===== config.mk =====
export PLATFORM = sky130hd
export DESIGN_NAME = membus_arbiter
export DESIGN_NICKNAME = d
export VERILOG_FILES = /design/src/rtl/membus_arbiter.sv
export SDC_FILE = /design/constraint.sdc
export NUM_CORES = 1
export LEC_CHECK = 0
export ABC_CLOCK_PERIOD_IN_PS = 2000
export BUFFER_PORTS_ARGS = -buffer_cell sky130_fd_sc_hd__buf_4
export CORE_AREA = 2 2 153 155
export DETAILED_ROUTE_END_ITERATION = 6
export DIE_AREA = 0 0 155 157
export SYNTH_ARGS = -nofsm -noshare
export SYNTH_HDL_FRONTEND = slang
export SYNTH_SLANG_ARGS = --single-unit
export TNS_END_PERCENT = 20

===== constraint.sdc =====
create_clock -name clk -period 2 [get_ports clk]
set_input_delay 0.2 -clock clk [delete_from_list [all_inputs] [get_ports clk]]
set_output_delay 0.2 -clock clk [all_outputs]
set_load 0.1 [all_outputs]

===== src/rtl/membus_arbiter.sv =====
// membus_arbiter
// ----------------------------------------------------------------------------
// Shares one RAM slave port between the instruction-fetch bus (32-bit data,
// read-only) and the load/store bus (64-bit data, read/write).
//  - One request is granted per cycle. The data side has priority, but after
//    MAX_D_STREAK back-to-back d grants with a fetch waiting, the fetch wins.
//  - Byte addresses are turned into RAM word addresses.
//  - Each accepted request leaves a tag {src, addr[2]} in a small FIFO. The
//    in-order slave responses pop it to route the data to the right requester.
//    For fetches the tag also selects the 32-bit half of the word.
//
// Ports
//   clk, rst                        clock, synchronous active-high reset
//   i_valid/i_ready, i_addr         fetch request
//   i_rvalid, i_rdata               fetch response (32-bit)
//   d_valid/d_ready, d_addr, d_wen,
//   d_wdata, d_wmask                load/store request
//   d_rvalid, d_rdata               load/store response (64-bit)
//   m_valid/m_ready, m_addr, m_wen,
//   m_wdata, m_wmask                slave request
//   m_rvalid, m_rdata               slave response (one per accept, in order)
//   err_unexpected                  sticky: response arrived with no tag
//
// Handshake: a transfer happens on a rising edge where valid and ready are
// both 1. Once valid is raised, the requester holds it and the payload steady
// until it sees ready. Ready may drop when the grant moves to the other side.
// The request path is purely combinational, so the slave sees the accept in
// the same cycle.
// ----------------------------------------------------------------------------
module membus_arbiter #(
  parameter int RAM_ADDR_WIDTH = 16,
  parameter int RAM_DATA_WIDTH = 64,
  parameter int XLEN           = 32,
  parameter int OUTSTANDING    = 2,
  parameter int MAX_D_STREAK   = 4
) (
  input  logic                        clk,
  input  logic                        rst,
  input  logic                        i_valid,
  output logic                        i_ready,
  input  logic [XLEN-1:0]             i_addr,
  output logic                        i_rvalid,
  output logic [31:0]                 i_rdata,
  input  logic                        d_valid,
  output logic                        d_ready,
  input  logic [XLEN-1:0]             d_addr,
  input  logic                        d_wen,
  input  logic [RAM_DATA_WIDTH-1:0]   d_wdata,
  input  logic [RAM_DATA_WIDTH/8-1:0] d_wmask,
  output logic                        d_rvalid,
  output logic [RAM_DATA_WIDTH-1:0]   d_rdata,
  output logic                        m_valid,
  input  logic                        m_ready,
  output logic [RAM_ADDR_WIDTH-1:0]   m_addr,
  output logic                        m_wen,
  output logic [RAM_DATA_WIDTH-1:0]   m_wdata,
  output logic [RAM_DATA_WIDTH/8-1:0] m_wmask,
  input  logic                        m_rvalid,
  input  logic [RAM_DATA_WIDTH-1:0]   m_rdata,
  output logic                        err_unexpected
);

  localparam int BYTE_OFF = $clog2(RAM_DATA_WIDTH / 8);
  localparam int PTR_W    = (OUTSTANDING > 1) ? $clog2(OUTSTANDING) : 1;
  localparam int CNT_W    = $clog2(OUTSTANDING + 1);
  localparam int STREAK_W = $clog2(MAX_D_STREAK + 1);

  localparam logic [CNT_W-1:0]    CNT_FULL   = CNT_W'(OUTSTANDING);
  localparam logic [PTR_W-1:0]    PTR_LAST   = PTR_W'(OUTSTANDING - 1);
  localparam logic [STREAK_W-1:0] STREAK_MAX = STREAK_W'(MAX_D_STREAK);

  typedef struct packed {
    logic src_d;    // 1 = load/store, 0 = fetch
    logic hi_half;  // addr[2]: which 32-bit half a fetch wants
  } tag_t;

  tag_t                r_tags [OUTSTANDING];
  logic [PTR_W-1:0]    r_wr_ptr;
  logic [PTR_W-1:0]    r_rd_ptr;
  logic [CNT_W-1:0]    r_count;
  logic [STREAK_W-1:0] r_streak;
  logic                r_err;

  logic w_full;
  logic w_grant_i;
  logic w_grant_d;
  logic w_accept;
  logic w_pop;
  tag_t w_push_tag;
  tag_t w_head;

  function automatic logic [PTR_W-1:0] ptr_inc(input logic [PTR_W-1:0] p);
    return (p == PTR_LAST) ? '0 : p + PTR_W'(1);
  endfunction

  // full is taken from the registered count, before any pop this cycle, so
  // a full FIFO never grants even while a response drains it.
  assign w_full = (r_count == CNT_FULL);

  always_comb begin
    w_grant_i = 1'b0;
    w_grant_d = 1'b0;
    if (!w_full) begin
      if (i_valid && d_valid) begin
        if (r_streak == STREAK_MAX) w_grant_i = 1'b1;
        else                        w_grant_d = 1'b1;
      end else begin
        w_grant_i = i_valid;
        w_grant_d = d_valid;
      end
    end
  end

  always_comb begin
    m_valid = w_grant_i | w_grant_d;
    m_addr  = '0;
    m_wen   = 1'b0;
    m_wdata = '0;
    m_wmask = '0;
    if (w_grant_d) begin
      m_addr  = d_addr[BYTE_OFF +: RAM_ADDR_WIDTH];
      m_wen   = d_wen;
      m_wdata = d_wdata;
      m_wmask = d_wmask;
    end else if (w_grant_i) begin
      m_addr  = i_addr[BYTE_OFF +: RAM_ADDR_WIDTH];
    end
  end

  assign i_ready  = m_ready & w_grant_i;
  assign d_ready  = m_ready & w_grant_d;
  assign w_accept = m_valid & m_ready;

  assign w_push_tag.src_d   = w_grant_d;
  assign w_push_tag.hi_half = w_grant_d ? d_addr[2] : i_addr[2];

  assign w_pop  = m_rvalid && (r_count != '0);
  assign w_head = r_tags[r_rd_ptr];

  always_comb begin
    i_rvalid = 1'b0;
    d_rvalid = 1'b0;
    i_rdata  = '0;
    d_rdata  = '0;
    if (w_pop) begin
      if (w_head.src_d) begin
        d_rvalid = 1'b1;
        d_rdata  = m_rdata;
      end else begin
        i_rvalid = 1'b1;
        i_rdata  = w_head.hi_half ? m_rdata[63:32] : m_rdata[31:0];
      end
    end
  end

  assign err_unexpected = r_err;

  // Tag storage carries no reset: the pointers and count define validity.
  always_ff @(posedge clk) begin
    if (w_accept) r_tags[r_wr_ptr] <= w_push_tag;
  end

  always_ff @(posedge clk) begin
    if (rst) begin
      r_wr_ptr <= '0;
      r_rd_ptr <= '0;
      r_count  <= '0;
      r_streak <= '0;
      r_err    <= 1'b0;
    end else begin
      if (w_accept) r_wr_ptr <= ptr_inc(r_wr_ptr);
      if (w_pop)    r_rd_ptr <= ptr_inc(r_rd_ptr);
      case ({w_accept, w_pop})
        2'b10:   r_count <= r_count + CNT_W'(1);
        2'b01:   r_count <= r_count - CNT_W'(1);
        default: r_count <= r_count;
      endcase
      // The streak only counts d wins that made a fetch wait.
      if (!i_valid || (w_accept && w_grant_i))
        r_streak <= '0;
      else if (w_accept && w_grant_d && (r_streak != STREAK_MAX))
        r_streak <= r_streak + STREAK_W'(1);
      if (m_rvalid && (r_count == '0)) r_err <= 1'b1;
    end
  end

endmodule


==> metrics.md, run 1 <==
| Metric | Value |
|---|---|
| RSZ-0062 raised after global routing | `true` |
| Number of sinks on the clock net | `13` |
| Post-Syn Nets | `555` |
| Setup violation total in the final timing report | `86` |
| Total negative slack for setup checks | `-6.38 ns` |
| Clk Latency, worst-skew pair | `0.24 ns` |
| Number of global-route vias before repair | `4,092` |
| Setup ws final | `-0.117 ns` |
| Path type of the worst setup path | `flip-flop to primary output` |
| Power Dens Cells | `470 nW/um2` |
| Cell Chain, Critical Path | `inv_2, ha_4, a311oi_4, buf_6, buf_12, buf_12, and2_4, buf_12` |
| Gpl congestion | `0.763` |
| Delay of the slowest cell on the worst path | `0.34 ns` |
| Critical register-to-register path startpoint | `r_streak[1]$_SDFFE_PP0P_` |
| Register bit total from synthesis | `13` |
| Leftover overflow at the end of global routing | `0` |
| Overall power consumption | `0.00381 W` |
| Pleak | `3.70 nW` |
| Worst Setup Start Kind | `flip-flop` |
| Dpl hpwl | `12,500 um` |
| Die Area | `24,300 um2` |
| Antenna Nets Post-Route | `0` |
| First-pass iteration count of the detailed router | `4` |
| Critical Path Most Common Cell | `sky130_fd_sc_hd__buf_12` |
| Starting DRC count in detailed routing | `176` |
| Total of buffers placed on input and output ports | `367` |
| Detailed-route via count | `3,924` |
| Ratio of cells with drive above 1 in the final layout | `0.760` |
| Maximum fanout count along the critical path | `11` |
| Fraction of synthesized cell area taken by the top area cell type | `0.392` |
| Final wirelength | `16,500 um` |
| Number of enable flip-flop cells after synthesis | `4` |
| Achievable clock frequency | `0.472 GHz` |
| Number of levels the H-tree was split into | `1` |
| Pin count of the biggest net entering global routing | `66` |
| Element type at the critical path end | `primary output` |
| Post-synth top flop | `sky130_fd_sc_hd__dfxtp_1` |
| Arrival time at the worst endpoint | `1.92 ns` |
| Core footprint | `22,500 um2` |
| Worst-Margin Slew | `0.617 ns` |
| Antenna fix cells | `0` |
| Hold Slack | `0.159 ns` |
| IR drop worst, VDD | `262 uV` |
| Max-slew violation count | `0` |
| Die span in y | `157 um` |
| Yosys warns | `0` |
| Initial antenna violation count | `3` |
| Synth Instances | `346` |
| Total clock buffers created by CTS | `3` |
| Area after DPL | `5870 um2` |
| Die Width | `155 um` |
| Maximum buffer depth of the clock tree | `2` |
| First-pass GRT wire length | `22,400 um` |
| Cell types with the largest area share after synthesis | `sky130_fd_sc_hd__and2_1 (39%), sky130_fd_sc_hd__nand2_1 (11%), sky130_fd_sc_hd__dfxtp_1 (8.1%)` |
| Critical hold path startpoint | `rst` |
| Clk_skew | `0.00943 ns` |
| Result of the run | `finished, violations left` |
| CTS root buf | `sky130_fd_sc_hd__clkbuf_16` |
| Library cells used by synthesis | `39` |
| Remaining design rule violation count | `0` |
| Count of nets after finishing | `939` |
| Effective utilization at floorplan | `0.0987` |
| Mapped Area | `2220 um2` |
| Number of buffers added to fix hold violations after cts | `0` |
| Most instantiated library cell after synthesis | `sky130_fd_sc_hd__and2_1` |
| Critical path origin | `r_streak[1]$_SDFFE_PP0P_` |
| GRT Resource Usage Total | `0.118` |
| Per-cell routed wire length | `16.3 um` |
| Failing checks | `negative setup slack` |
| Tmin final | `2.12 ns` |
| MaxCap Viol Count | `0` |
| Top cell family by delay on the critical path | `buffers and inverters` |
| Proportion of synthesized chip area in sequential cells | `0.135` |
| Layout Cells excl Fill | `1,014` |
| Critical path buffers and inverters | `5` |
| Reg clk slew, reported paths | `0.05 ns` |
| Data required time of the worst path | `1.80 ns` |
| Dominant cell type by area after synthesis | `sky130_fd_sc_hd__and2_1` |
| Mean area per synthesized cell | `6.42 um2` |
| Post-route cell area | `8110 um2` |
| Cell count after placement | `999` |
| Hold crit path type | `primary input to flip-flop` |
| TritonCTS clock tree | `built` |
| Layout Area Growth over Synthesis | `265%` |
| Number of standard-cell rows in the floorplan | `55` |
| Top cell types by occurrence after synthesis | `sky130_fd_sc_hd__and2_1 (139), sky130_fd_sc_hd__nand2_1 (65), sky130_fd_sc_hd__a21oi_1 (35), sky130_fd_sc_hd__a22o_1 (16), sky130_fd_sc_hd__clkbuf_1 (16)` |
| Slowest cell on the critical path | `sky130_fd_sc_hd__dfxtp_2` |
| I/O pin total | `398` |
| Detailed-route vias per instance | `3.87` |
| Final Hold Viols | `0` |
| Period utilisation layout | `1.06` |
| Proportion of register bits with asynchronous set or reset after synthesis | `0` |
| Normalized max-slew margin | `0.583` |
## cell type report
type,instances,area (um2)
fillers,2171,14400
repair buffers,407,4860
multi-input cells,297,2480
well taps,285,357
flip-flops and latches,13,304
clock buffers,4,78.8
inverters,8,30.0
## worst paths after layout
check	end	cells past startpoint	slack [ns]
setup / recovery	m_wdata[46]	8	-0.12
hold / removal	err_unexpected$_SDFFE_PP0P_	2	0.16
setup reg to reg	r_tags[1][0]$_DFFE_PP_	7	0.08
hold reg to reg	err_unexpected$_SDFFE_PP0P_	2	0.48
## cell families (layout without fill, tap and decap cells)
family / Yosys count / in the layout / share of synthesized area
AND/OR/NAND/NOR: 221 / 221 / 0.550
multiplexers: 4 / 4 / 0.0192
buffers and inverters: 36 / 419 / 0.0721
flip-flops: 13 / 13 / 0.135
adder cells (fa/ha/maj): 2 / 2 / 0.0113
XOR/XNOR: 1 / 1 / 0.00394
AO/OA/AOI/OAI: 69 / 69 / 0.208
## where the power goes
group          internal (W)  leakage [nW]  switching, W
Sequential         0.000290         0.112    0.00000981
Combinational       0.00118          3.55       0.00196
Clock              0.000268        0.0382      0.000106
Total               0.00174          3.70       0.00207
## layout by cell type, fill, tap and decap left out, types with 3 or more instances in the layout
cell type / instances
sky130_fd_sc_hd__edfxtp_1: 4
sky130_fd_sc_hd__buf_6: 80
sky130_fd_sc_hd__inv_1: 6
sky130_fd_sc_hd__buf_4: 201
sky130_fd_sc_hd__a22o_4: 15
sky130_fd_sc_hd__and2_4: 74
sky130_fd_sc_hd__and2_2: 6
sky130_fd_sc_hd__a21oi_4: 29
sky130_fd_sc_hd__buf_12: 103
sky130_fd_sc_hd__buf_8: 19
sky130_fd_sc_hd__dfxtp_2: 3
sky130_fd_sc_hd__dfxtp_1: 6
sky130_fd_sc_hd__nand2_1: 63
sky130_fd_sc_hd__a21oi_1: 4
sky130_fd_sc_hd__clkbuf_16: 6
sky130_fd_sc_hd__nor2_1: 5
sky130_fd_sc_hd__and2_1: 59
## per-stage QoR
stage,setup slack (ns),utilization
floorplan,-0.495,-
global placement,-0.0436,0.261
detailed placement,-0.0485,0.261
CTS,-0.186,0.327
global route,-0.174,0.360
finish,-0.117,0.360
## state kept, by name, indices dropped and copies added, names as in the netlist, named ones only
| signal | cells |
|---|---|
| r_count | 2 |
| err_unexpected | 1 |
| r_tags | 4 |
| r_streak | 3 |
| r_wr_ptr | 1 |
| r_rd_ptr | 1 |
## worst reg2reg max path, delay by kind of cell (launching register included)
kind | cells | cell delay, ns
buf+inv | 4 | 0.51
mux | 1 | 0.31
flops | 1 | 0.34
compound gates | 1 | 0.33
fa+ha+maj | 1 | 0.17
## metal layers
layer | GRT usage | up-vias | share of wire
met5 | 0 | - | 0.0028
met4 | 0.0159 | 6 | 0.016
li1 | - | 1898 | -
met3 | 0.0413 | 18 | 0.10
met1 | 0.120 | 1764 | 0.33
met2 | 0.236 | 238 | 0.55
## what timing repair did
action                                  CTS  global route
setup buffers                             4             2
gates cloned                              2             4
pin swaps                                25            42
endpoints found under the setup margin  107           185
resized for setup                       342           171
Power figures use the tool's default switching activity.
==> inputs of run 2 (changes only) <==
--- a/config.mk
+++ b/config.mk
@@ -7,7 +7,7 @@
 export LEC_CHECK = 0
 export ABC_CLOCK_PERIOD_IN_PS = 2000
 export BUFFER_PORTS_ARGS = -buffer_cell sky130_fd_sc_hd__buf_4
-export CORE_AREA = 2 2 153 155
+export CORE_AREA = 4 4 151 153
 export DETAILED_ROUTE_END_ITERATION = 6
 export DIE_AREA = 0 0 155 157
 export SYNTH_ARGS = -nofsm -noshare
==> run 2 against run 1 <==
The flow still finishes with violations (negative setup slack); maximum frequency is 1.7% lower; sequential power barely moved; clock power decreased by 1%; register-to-register slack worse by 0.02 ns; worst hold slack better by 0.0028 ns; design area increased by 0.63%; combinational power hardly changed; clock skew shrank 0.0024 ns.
==> metrics.md, run 2 (synthesis results as in run 1) <==
| Metric | Value |
|---|---|
| Worst-Margin Slew | `0.698 ns (+0.0814 ns)` |
| Achievable clock frequency | `0.464 GHz (-1.7%)` |
| Die Area | `24,300 um2 (unchanged)` |
| Most common cell after layout, fill and taps aside | `sky130_fd_sc_hd__buf_4` |
| Cell count after placement | `992 (-0.70%)` |
| Detailed-route vias per instance | `3.87 (about the same)` |
| Sequential fraction of design power | `0.079 (about the same)` |
| Slowest cell on the critical path | `sky130_fd_sc_hd__dfxtp_2` |
| Layout Area Growth over Synthesis | `267%` |
| First-pass iteration count of the detailed router | `4 (unchanged)` |
| Starting DRC count in detailed routing | `134 (-24%)` |
| Critical hold path startpoint | `rst` |
| GRT Resource Usage Total | `0.118 (-0.000401)` |
| Arrival time at the worst endpoint | `1.95 ns (+0.03 ns)` |
| Clock Power Share | `0.097 (about the same)` |
| Final wirelength | `17,100 um (+3.6%)` |
| Post-placement worst setup slack | `-0.00665 ns (+0.0419 ns)` |
| Path type of the worst setup path | `flip-flop to primary output` |
| Setup slack, reg-to-reg | `0.06 ns (-0.02 ns)` |
| Layout Cells excl Fill | `1,011 (-0.30%)` |
| Critical register-to-register path startpoint | `r_streak[1]$_SDFFE_PP0P_` |
| Number of standard-cell rows in the floorplan | `54 (-1.8%)` |
| Hold crit path type | `primary input to flip-flop` |
| Dpl hpwl | `13,100 um (+5.0%)` |
| Clk Latency, worst-skew pair | `0.24 ns (about the same)` |
| Pleak | `3.72 nW (+0.50%)` |
| Initial antenna violation count | `0 (-3)` |
| Reg2reg path depth | `7 (unchanged)` |
| Effective utilization at floorplan | `0.103 (+0.00435)` |
| Setup violation total in the final timing report | `85 (-1.2%)` |
| Most frequent cells in the layout | `sky130_fd_sc_hd__buf_4 (223), sky130_fd_sc_hd__buf_12 (124), sky130_fd_sc_hd__and2_4 (75)` |
| Ratio of cells with drive above 1 in the final layout | `0.752 (-0.00755)` |
| IR drop worst, VDD | `316 uV (+21%)` |
| Pin count of the biggest net entering global routing | `66 (unchanged)` |
| Result of the run | `finished, violations left` |
| Max FFs per register | `4 (unchanged)` |
| Cell Chain, Critical Path | `inv_2, ha_4, a311oi_4, buf_6, buf_12, buf_6, buf_12, and2_4, buf_12` |
| Proportion of power drawn by combinational gates | `0.825 (+0.002)` |
| Setup ws final | `-0.154 ns (-0.0370 ns)` |
| TritonCTS clock tree | `built` |
| Reg clk slew, reported paths | `0.05 ns (about the same)` |
| Largest regs | `r_tags: 4 flops, r_streak: 3 flops, r_count: 2 flops` |
| Normalized max-slew margin | `0.528 (-0.0550)` |
| Hold Slack | `0.161 ns (+0.00277 ns)` |
| Switching power share of the total | `0.543 (-0.00145)` |
| Total negative slack for setup checks | `-7.55 ns (-1.17 ns)` |
| Register with the most flip-flops | `r_tags` |
| Count of nets after finishing | `941 (+0.21%)` |
| Data required time of the worst path | `1.80 ns (about the same)` |
| Remaining design rule violation count | `0 (unchanged)` |
| Max-slew violation count | `0 (unchanged)` |
| Worst r2r dst | `r_tags[1][0]$_DFFE_PP_` |
| Clk_skew | `0.00702 ns (-0.00240 ns)` |
| Critical path origin | `r_streak[1]$_SDFFE_PP0P_` |
| Total of buffers placed on input and output ports | `367 (unchanged)` |
| Leftover overflow at the end of global routing | `0 (unchanged)` |
| Antenna fix cells | `0 (unchanged)` |
| Depth of the worst hold-timing path | `2 (unchanged)` |
| Period utilisation layout | `1.08 (+0.0185)` |
| MaxCap Viol Count | `0 (unchanged)` |
| Number of global-route vias before repair | `4,021 (-1.7%)` |
| Maximum fanout count along the critical path | `6 (-5)` |
| Gpl congestion | `0.800 (+4.9%)` |
| Delay of the slowest cell on the worst path | `0.34 ns (about the same)` |
| Element type at the critical path end | `primary output` |
| Core footprint | `21,600 um2 (-4.2%)` |
| Overall power consumption | `0.00383 W (+0.44%)` |
| Total clock buffers created by CTS | `3 (unchanged)` |
| First-pass GRT wire length | `22,700 um (+1.5%)` |
| CTS root buf | `sky130_fd_sc_hd__clkbuf_16` |
| Detailed-route via count | `3,913 (-0.28%)` |
| Net switching power | `0.00208 W (+0.17%)` |
| Critical Path Most Common Cell | `sky130_fd_sc_hd__buf_12` |
| RSZ-0062 raised after global routing | `true` |
| Failing checks | `negative setup slack` |
| Final Hold Viols | `0 (unchanged)` |
| Antenna Nets Post-Route | `0 (unchanged)` |
| Number of levels the H-tree was split into | `1 (unchanged)` |
| Power Dens Cells | `469 nW/um2 (-0.19%)` |
| Die span in y | `157 um (unchanged)` |
| Endpoint with the worst hold slack | `err_unexpected$_SDFFE_PP0P_` |
| I/O pin total | `398 (unchanged)` |
| Number of filler cells placed in the layout | `2,098 (-3.4%)` |
| Per-cell routed wire length | `16.9 um (+3.9%)` |
| Tmin final | `2.15 ns (+0.0370 ns)` |
| Number of sinks on the clock net | `13 (unchanged)` |
| Worst Setup Start Kind | `flip-flop` |
| Cell-internal power | `0.00175 W (+0.76%)` |
| Maximum buffer depth of the clock tree | `2 (unchanged)` |
| Die Width | `155 um (unchanged)` |
run 2: cell count changes in the layout (fill, tap and decap cells not counted), sizes merged:
cell / before / now
buf: 404 / 406
run 2: area by class of cell:
cell class / instances / area (um2) / share of cell area
clock buffers: 4 / 78.8 / 0.00966
multi-input cells: 297 / 2440 / 0.299
well taps: 280 / 350 / 0.0429
inverters: 8 / 30.0 / 0.00368
repair buffers: 409 / 4950 / 0.607
flip-flops and latches: 13 / 303 / 0.0371
run 2: power groups by stage:
stage / clock [W] / combinational, W / sequential (W)
after detailed placement: 0 / 0.00252 / 0.000304
after floorplan: 0 / 0.00174 / 0.000318
after global placement: 0 / 0.00251 / 0.000303
final: 0.000370 / 0.00316 / 0.000301
after CTS: 0.000381 / 0.00300 / 0.000300
after global routing: 0.000398 / 0.00326 / 0.000301
run 2: worst max-delay path, delay by kind of cell, from the launching register on:
kind	cells	cell delay, ns
buf+inv	6	0.74
flops	1	0.34
compound gates	1	0.31
fa+ha+maj	1	0.16
simple gates	1	0.15
run 2: worst max-delay path by stage:
stage                             end  slack (ns)  cells past startpoint
after floorplan            i_rdata[0]       -0.49                      3
after global placement     m_wmask[4]      -0.009                      7
after detailed placement    m_addr[9]      -0.007                      7
after CTS                 m_wdata[41]       -0.13                      9
after global routing      m_wdata[25]       -0.22                      9
final                     m_wdata[32]       -0.15                      9
run 2: repair_timing:
| action | CTS | global route |
|---|---|---|
| hold buffers | 0 | 0 |
| pin swaps | 51 | 29 |
| gates cloned | 2 | 4 |
| setup buffers | 7 | 4 |
| endpoints found under the setup margin | 119 | 162 |
| resized for setup | 360 | 151 |
run 2: metrics by stage:
step	cell area, um2	util
floorplan	2550	-
global placement	5870	0.272
detailed placement	5870	0.272
CTS	7480	0.347
global route	8160	0.379
finish	8160	0.379
run 2: layer usage:
| layer | global-route usage | vias to the layer above | part of all wire |
|---|---|---|---|
| met4 | 0.0126 | 0 | 0.0098 |
| met1 | 0.126 | 1762 | 0.34 |
| met3 | 0.0368 | 14 | 0.10 |
| met5 | 0 | - | 0 |
| met2 | 0.233 | 234 | 0.55 |
| li1 | - | 1903 | - |
